==> config.mk <==
export PLATFORM = sky130hd
export DESIGN_NAME = ines_loader
export DESIGN_NICKNAME = d
export VERILOG_FILES = /design/src/rtl/ines_loader.sv
export SDC_FILE = /design/constraint.sdc
export NUM_CORES = 1
export LEC_CHECK = 0
export BUFFER_PORTS_ARGS = -buffer_cell sky130_fd_sc_hd__clkbuf_2
export CAP_MARGIN = 5
export CORE_ASPECT_RATIO = 1.4
export CORE_MARGIN = 5
export CORE_UTILIZATION = 58
export DETAILED_ROUTE_END_ITERATION = 12
export HOLD_SLACK_MARGIN = 0.1
export PLACE_DENSITY = 0.82
export SYNTH_ARGS = -nofsm -noshare
export SYNTH_HDL_FRONTEND = slang
export SYNTH_SLANG_ARGS = --single-unit
==> constraint.sdc <==
create_clock -name clk -period 3.9 [get_ports clk]
set_clock_uncertainty 0.15 [all_clocks]
set_input_delay 0 -clock clk [delete_from_list [all_inputs] [get_ports clk]]
set_output_delay 0 -clock clk [all_outputs]
set_load 0.05 [all_outputs]
==> src/rtl/ines_loader.sv <==
// ----------------------------------------------------------------------------
// ines_loader
//
// Streams an iNES cartridge image from the UART receive path into the
// cartridge PRG/CHR ROM programming ports. The 16-byte header is validated,
// an optional 512-byte trainer is skipped, and PRG then CHR payload bytes are
// written at ascending addresses starting at 0. A one-byte status ('S' ok,
// 'F' bad header, 'T' stream timeout) is returned on the transmit path.
//
// Optional feature macro: INES_LOADER_CHECKSUM_EN
//   When defined, an 8-bit running sum of all PRG and CHR payload bytes is
//   sent as a second status byte after a successful 'S'.
//
// Ports:
//   clk, rst_n            system clock, asynchronous active-low reset
//   abort                 synchronous cancel back to IDLE (no status sent)
//   rx_data/valid/ready   input byte stream (accept on rx_valid && rx_ready)
//   tx_data/valid/ready   status byte stream
//   prg_we/addr/data      PRG ROM programming port (registered strobe)
//   chr_we/addr/data      CHR ROM programming port (registered strobe)
//   busy                  high whenever the loader is not IDLE
//   done, error           sticky result flags
//   prg_banks, chr_banks, mapper, mirror   captured header fields
// ----------------------------------------------------------------------------
module ines_loader #(
  parameter int unsigned PRG_AW         = 15,
  parameter int unsigned CHR_AW         = 13,
  parameter int unsigned MAX_PRG_BANKS  = 2,
  parameter int unsigned MAX_CHR_BANKS  = 1,
  parameter int unsigned TIMEOUT_CYCLES = 50_000_000
) (
  input  logic              clk,
  input  logic              rst_n,
  input  logic              abort,
  input  logic [7:0]        rx_data,
  input  logic              rx_valid,
  output logic              rx_ready,
  output logic [7:0]        tx_data,
  output logic              tx_valid,
  input  logic              tx_ready,
  output logic              prg_we,
  output logic [PRG_AW-1:0] prg_addr,
  output logic [7:0]        prg_data,
  output logic              chr_we,
  output logic [CHR_AW-1:0] chr_addr,
  output logic [7:0]        chr_data,
  output logic              busy,
  output logic              done,
  output logic              error,
  output logic [7:0]        prg_banks,
  output logic [7:0]        chr_banks,
  output logic [7:0]        mapper,
  output logic              mirror
);

  typedef enum logic [2:0] {
    S_IDLE,
    S_HEADER,
    S_TRAINER,
    S_PRG,
    S_CHR,
    S_REPORT
`ifdef INES_LOADER_CHECKSUM_EN
    , S_SUM
`endif
  } state_t;

  localparam logic [7:0]  ST_OK      = 8'h53;  // 'S'
  localparam logic [7:0]  ST_FAIL    = 8'h46;  // 'F'
  localparam logic [7:0]  ST_TIMEOUT = 8'h54;  // 'T'
  localparam logic [31:0] TO_LAST    = 32'(TIMEOUT_CYCLES - 1);

  state_t              state_q, state_d;
  logic [23:0]         idx_q, idx_d;        // header index / byte counter
  logic [31:0]         tmo_q, tmo_d;
  logic [7:0]          status_q, status_d;
  logic                trainer_q, trainer_d;
  logic [7:0]          prg_banks_q, prg_banks_d;
  logic [7:0]          chr_banks_q, chr_banks_d;
  logic [7:0]          mapper_q, mapper_d;
  logic                mirror_q, mirror_d;
  logic                done_q, done_d;
  logic                error_q, error_d;
  logic                prg_we_q, prg_we_d;
  logic [PRG_AW-1:0]   prg_addr_q, prg_addr_d;
  logic [7:0]          prg_data_q, prg_data_d;
  logic                chr_we_q, chr_we_d;
  logic [CHR_AW-1:0]   chr_addr_q, chr_addr_d;
  logic [7:0]          chr_data_q, chr_data_d;
`ifdef INES_LOADER_CHECKSUM_EN
  logic [7:0]          sum_q, sum_d;
`endif

  logic        accept;
  logic        loading;
  logic        tmo_hit;
  logic [23:0] prg_last;
  logic [23:0] chr_last;

  // abort masks rx_ready, so an aborted byte is never accepted.
  assign rx_ready = (state_q inside {S_IDLE, S_HEADER, S_TRAINER, S_PRG, S_CHR}) && !abort;
  assign accept   = rx_valid && rx_ready;
  assign loading  = state_q inside {S_HEADER, S_TRAINER, S_PRG, S_CHR};
  assign tmo_hit  = (tmo_q == TO_LAST);

  // Index of the final payload byte: banks*16 KiB - 1 and banks*8 KiB - 1.
  assign prg_last = {2'b00, prg_banks_q, 14'd0} - 24'd1;
  assign chr_last = {3'b000, chr_banks_q, 13'd0} - 24'd1;

  always_comb begin
    state_d     = state_q;
    idx_d       = idx_q;
    tmo_d       = 32'd0;
    status_d    = status_q;
    trainer_d   = trainer_q;
    prg_banks_d = prg_banks_q;
    chr_banks_d = chr_banks_q;
    mapper_d    = mapper_q;
    mirror_d    = mirror_q;
    done_d      = done_q;
    error_d     = error_q;
    prg_we_d    = 1'b0;
    prg_addr_d  = prg_addr_q;
    prg_data_d  = prg_data_q;
    chr_we_d    = 1'b0;
    chr_addr_d  = chr_addr_q;
    chr_data_d  = chr_data_q;
`ifdef INES_LOADER_CHECKSUM_EN
    sum_d       = sum_q;
`endif

    // Idle-cycle counter only runs while a load is in progress.
    if (loading && !accept) begin
      tmo_d = tmo_q + 32'd1;
    end

    if (abort) begin
      state_d = S_IDLE;
    end else if (loading && !accept && tmo_hit) begin
      state_d  = S_REPORT;
      status_d = ST_TIMEOUT;
    end else begin
      unique case (state_q)
        S_IDLE: begin
          if (accept) begin
            done_d  = 1'b0;
            error_d = 1'b0;
            idx_d   = 24'd1;
`ifdef INES_LOADER_CHECKSUM_EN
            sum_d   = 8'h00;
`endif
            if (rx_data != 8'h4E) begin
              state_d  = S_REPORT;
              status_d = ST_FAIL;
            end else begin
              state_d = S_HEADER;
            end
          end
        end

        S_HEADER: begin
          if (accept) begin
            idx_d = idx_q + 24'd1;
            case (idx_q[3:0])
              4'd1: if (rx_data != 8'h45) begin state_d = S_REPORT; status_d = ST_FAIL; end
              4'd2: if (rx_data != 8'h53) begin state_d = S_REPORT; status_d = ST_FAIL; end
              4'd3: if (rx_data != 8'h1A) begin state_d = S_REPORT; status_d = ST_FAIL; end
              4'd4: begin
                prg_banks_d = rx_data;
                if (rx_data == 8'd0 || 32'(rx_data) > MAX_PRG_BANKS) begin
                  state_d  = S_REPORT;
                  status_d = ST_FAIL;
                end
              end
              4'd5: begin
                chr_banks_d = rx_data;
                if (32'(rx_data) > MAX_CHR_BANKS) begin
                  state_d  = S_REPORT;
                  status_d = ST_FAIL;
                end
              end
              4'd6: begin
                mirror_d      = rx_data[0];
                trainer_d     = rx_data[2];
                mapper_d[3:0] = rx_data[7:4];
              end
              4'd7: mapper_d[7:4] = rx_data[7:4];
              4'd15: begin
                idx_d   = 24'd0;
                state_d = trainer_q ? S_TRAINER : S_PRG;
              end
              default: ;
            endcase
          end
        end

        S_TRAINER: begin
          if (accept) begin
            if (idx_q == 24'd511) begin
              idx_d   = 24'd0;
              state_d = S_PRG;
            end else begin
              idx_d = idx_q + 24'd1;
            end
          end
        end

        S_PRG: begin
          if (accept) begin
            prg_we_d   = 1'b1;
            prg_addr_d = idx_q[PRG_AW-1:0];
            prg_data_d = rx_data;
`ifdef INES_LOADER_CHECKSUM_EN
            sum_d      = sum_q + rx_data;
`endif
            if (idx_q == prg_last) begin
              idx_d = 24'd0;
              if (chr_banks_q != 8'd0) begin
                state_d = S_CHR;
              end else begin
                state_d  = S_REPORT;
                status_d = ST_OK;
              end
            end else begin
              idx_d = idx_q + 24'd1;
            end
          end
        end

        S_CHR: begin
          if (accept) begin
            chr_we_d   = 1'b1;
            chr_addr_d = idx_q[CHR_AW-1:0];
            chr_data_d = rx_data;
`ifdef INES_LOADER_CHECKSUM_EN
            sum_d      = sum_q + rx_data;
`endif
            if (idx_q == chr_last) begin
              idx_d    = 24'd0;
              state_d  = S_REPORT;
              status_d = ST_OK;
            end else begin
              idx_d = idx_q + 24'd1;
            end
          end
        end

        S_REPORT: begin
          if (tx_ready) begin
            state_d = S_IDLE;
            if (status_q == ST_OK) begin
`ifdef INES_LOADER_CHECKSUM_EN
              state_d = S_SUM;
`else
              done_d  = 1'b1;
`endif
            end else begin
              error_d = 1'b1;
            end
          end
        end

`ifdef INES_LOADER_CHECKSUM_EN
        S_SUM: begin
          if (tx_ready) begin
            state_d = S_IDLE;
            done_d  = 1'b1;
          end
        end
`endif

        default: state_d = S_IDLE;
      endcase
    end
  end

  always_ff @(posedge clk or negedge rst_n) begin
    if (!rst_n) begin
      state_q     <= S_IDLE;
      idx_q       <= 24'd0;
      tmo_q       <= 32'd0;
      status_q    <= 8'h00;
      trainer_q   <= 1'b0;
      prg_banks_q <= 8'h00;
      chr_banks_q <= 8'h00;
      mapper_q    <= 8'h00;
      mirror_q    <= 1'b0;
      done_q      <= 1'b0;
      error_q     <= 1'b0;
      prg_we_q    <= 1'b0;
      prg_addr_q  <= '0;
      prg_data_q  <= 8'h00;
      chr_we_q    <= 1'b0;
      chr_addr_q  <= '0;
      chr_data_q  <= 8'h00;
`ifdef INES_LOADER_CHECKSUM_EN
      sum_q       <= 8'h00;
`endif
    end else begin
      state_q     <= state_d;
      idx_q       <= idx_d;
      tmo_q       <= tmo_d;
      status_q    <= status_d;
      trainer_q   <= trainer_d;
      prg_banks_q <= prg_banks_d;
      chr_banks_q <= chr_banks_d;
      mapper_q    <= mapper_d;
      mirror_q    <= mirror_d;
      done_q      <= done_d;
      error_q     <= error_d;
      prg_we_q    <= prg_we_d;
      prg_addr_q  <= prg_addr_d;
      prg_data_q  <= prg_data_d;
      chr_we_q    <= chr_we_d;
      chr_addr_q  <= chr_addr_d;
      chr_data_q  <= chr_data_d;
`ifdef INES_LOADER_CHECKSUM_EN
      sum_q       <= sum_d;
`endif
    end
  end

  // Status byte is presented for as long as the REPORT/SUM state lasts.
  always_comb begin
    tx_valid = 1'b0;
    tx_data  = 8'h00;
    if (state_q == S_REPORT) begin
      tx_valid = 1'b1;
      tx_data  = status_q;
    end
`ifdef INES_LOADER_CHECKSUM_EN
    if (state_q == S_SUM) begin
      tx_valid = 1'b1;
      tx_data  = sum_q;
    end
`endif
  end

  assign busy      = (state_q != S_IDLE);
  assign done      = done_q;
  assign error     = error_q;
  assign prg_we    = prg_we_q;
  assign prg_addr  = prg_addr_q;
  assign prg_data  = prg_data_q;
  assign chr_we    = chr_we_q;
  assign chr_addr  = chr_addr_q;
  assign chr_data  = chr_data_q;
  assign prg_banks = prg_banks_q;
  assign chr_banks = chr_banks_q;
  assign mapper    = mapper_q;
  assign mirror    = mirror_q;

endmodule

==> flow_summary.yaml <==
global_routing:
  track_usage_pct: 25.32
  gr-total-overflow: 0
  grt_pass1_vias: 6068
  grt_pass1_wl_mm: 30.32
  grt_use_met3_pct: 5.644
  grt_use_met1_pct: 29.01
  grt_max_degree: 87
  grt_use_met2_pct: 44.79
  antenna_found_initial: 0
  busiest_layer: "met2"
final_layout:
  nNetsFinal: 842
  syn2layout_area_growth_pct: 16.45
  n_antenna_cell: 0
  fin_area_um2: 8371
  fin_cells: 984
  drive_gt1_share_pct: 23.26
  final_common_cell: "dfrtp_1"
  most-common-layout-cells: "dfrtp_1, nand2_1, clkbuf_2"
routing:
  drt-wirelength-per-cell_um: 18.66
  route.detailed.drc: 0
  routed_wl_mm: 18.36
  via_count: 5903
  via_per_inst: 5.999
  ant_nets: 0
  first_pass_iters: 5
  initialDrtViolationCount: 445
floorplan:
  die_h_um: 141.7
  die_width_um: 104.1
  io-pin-count: 97
  start_util_pct: 58.67
  die_area_um2: 14750
  coreArea_um2: 12250
  rows: 48
worst_hold_path:
  min_path_type: "in2async"
critical_path:
  worst-path-max-fanout: 11
  max_stage_delay_ns: 0.43
  worstPathCellList: "ha_1 -> and3_2 -> inv_2 -> nor4_4 -> nand3_1 -> a2111oi_4 -> a31oi_4 -> o31ai_4 -> o21ai_1 -> a21o_1"
  crit_buf_inv: 1
  cp.required_ns: 4.04
  startpoint_type: "register"
  cp.arrival_ns: 3.42
  crit_type: "reg2reg"
  cp_slowest_cell: "dfrtp_1"
  endpoint_kind: "register"
  critical_path.top_delay_family: "compound AO/OA/AOI/OAI gates"
clock_tree:
  htree_levels: 4
  post-cts-setup-buffer-count: 0
  clkSinkCount: 138
  cts.clk_slew.worst_paths_ns: 0.06
  clockBufferDepth: 2
  cts_resized: 0
  root_buffer: "clkbuf_16"
  cts_buffers: 17
  cts_tree: "done"
  worstSkewPairLatency_ns: 0.41
  hold_buffers: 12
placed_design:
  hpwlAfterDp_mm: 12.98
  place_area_um2: 7666
  dp.cells: 940
  port-buffer-count: 93
  gp_congestion: 0.9262
power:
  power_switching_share_pct: 37.90
  power_density_nw_per_um2: 561.8
  cell_internal_pwr_uw: 2921
  combPwrFrac_pct: 28.3
  p_switching_uw: 1782
  p_seq_share_pct: 38.0
  power.leakage_uw: 0.003990
  max-vdd-ir-drop_mv: 0.3512
  clkPwrFrac_pct: 33.7
logic_synthesis:
  avgSynthCellArea_um2: 9.740
  netlist.area_leader.share_pct: 48.04
  synthTopCellsByArea: "dfrtp_1, mux2_2, nand2_1"
  synth_top_area_cell: "dfrtp_1"
  ys_warn_count: 0
  ys_ff_latch: 138
  synth_cell_types: 67
  ys.flop_type: "dfrtp_1"
  synth-edff-count: 0
  synth.cell_area_um2: 7188
  synth_cells: 738
  synthArstFlopShare_pct: 100.0
  yosysSeqAreaShare_pct: 48.04
timing:
  rsz0062_at_grt: "no"
  worstMarginPinSlew_ns: 1.088
  hold_violations: 0
  setup_viol: 0
  period_share_pct: 84.08
  timing.slew.headroom_pct: 27.45
  finalCriticalPeriod_ns: 3.279
  slew_viol_final: 0
  fmax_ghz: 0.3050
  holdWs_ns: 0.1752
  finalSetupTns_ns: 0
flow_run:
  drv_cap: 0
outcome:
  status: "finished clean"
==> synthesized netlist by cell type, types with 10 or more instances <==
cell type	instances
clkbuf_1	39
xnor2_1	25
and2_1	10
nor3_1	20
nor4_1	10
mux2_2	41
inv_1	18
xor2_1	34
and3_1	14
a21oi_1	17
a21oi_2	10
nor2_1	65
nand2_1	105
o21ai_0	27
nand3_1	32
dfrtp_1	138
nand4_1	13
==> flip-flops by register name, indices dropped and copies added, names as in the netlist, 3 cells and up <==
register   cells
chr_addr      13
chr_banks      8
chr_data       8
idx_q         24
mapper         8
prg_addr      15
prg_banks      8
prg_data       8
state_q        3
status_q       5
tmo_q         32
==> layout make-up <==
| type | count | area [um^2] |
|---|---|---|
| clock inverters | 13 | 141.4 |
| well taps | 150 | 187.7 |
| flip-flops and latches | 138 | 3453 |
| inverters | 19 | 71.32 |
| clock buffers | 19 | 442.9 |
| repair buffers | 110 | 638.1 |
| fillers | 900 | 3881 |
| multi-input cells | 535 | 3436 |
==> routing by layer <==
layer	vias to the layer above	routed length, um
met4	0	740
li1	2714	-
met2	241	9760
met5	-	0
met3	54	1001
met1	2894	6856
==> worst paths after layout <==
kind                                    startpoint                 endpoint  slack [ns]  cells past startpoint
setup / recovery              idx_q[0]$_DFFE_PN0P_    idx_q[20]$_DFFE_PN0P_        0.62                     10
hold / removal                               rst_n  chr_addr[6]$_DFFE_PN0P_        0.18                      2
setup reg to reg              idx_q[0]$_DFFE_PN0P_    idx_q[20]$_DFFE_PN0P_        0.62                     10
hold reg to reg            prg_data[0]$_DFFE_PN0P_  prg_data[0]$_DFFE_PN0P_        0.32                      2
max in group asynchronous                    rst_n   state_q[1]$_DFFE_PN0P_        2.56                      3
min in group clk                             abort   state_q[2]$_DFFE_PN0P_        0.26                      3
==> through the flow <==
stage | total power, uW | setup WS, ns | util [%]
after floorplan | 2780 | 0.8895 | -
after global placement | 3063 | 0.8239 | 62.57
after detailed placement | 3112 | 0.6924 | 62.57
after CTS | 4718 | 0.6549 | 68.32
after global routing | 4901 | 0.4027 | 68.32
final | 4703 | 0.6209 | 68.32
==> kinds of logic after synthesis <==
group           share of synthesized area, %
fa+ha+maj                              1.393
buf+inv                                4.264
xor+xnor                               7.189
simple gates                           22.96
other cells                          0.05217
flops                                  48.04
mux                                    6.562
compound gates                         9.539
==> power groups by stage <==
| stage | clock [uW] | sequential, uW | combinational [uW] |
|---|---|---|---|
| finish | 1590 | 1780 | 1330 |
| global route | 1670 | 1800 | 1420 |
| CTS | 1610 | 1780 | 1330 |
| detailed placement | 0 | 1800 | 1310 |
| global placement | 0 | 1780 | 1280 |
| floorplan | 0 | 2100 | 676 |
(Power assumes the default switching activity.)
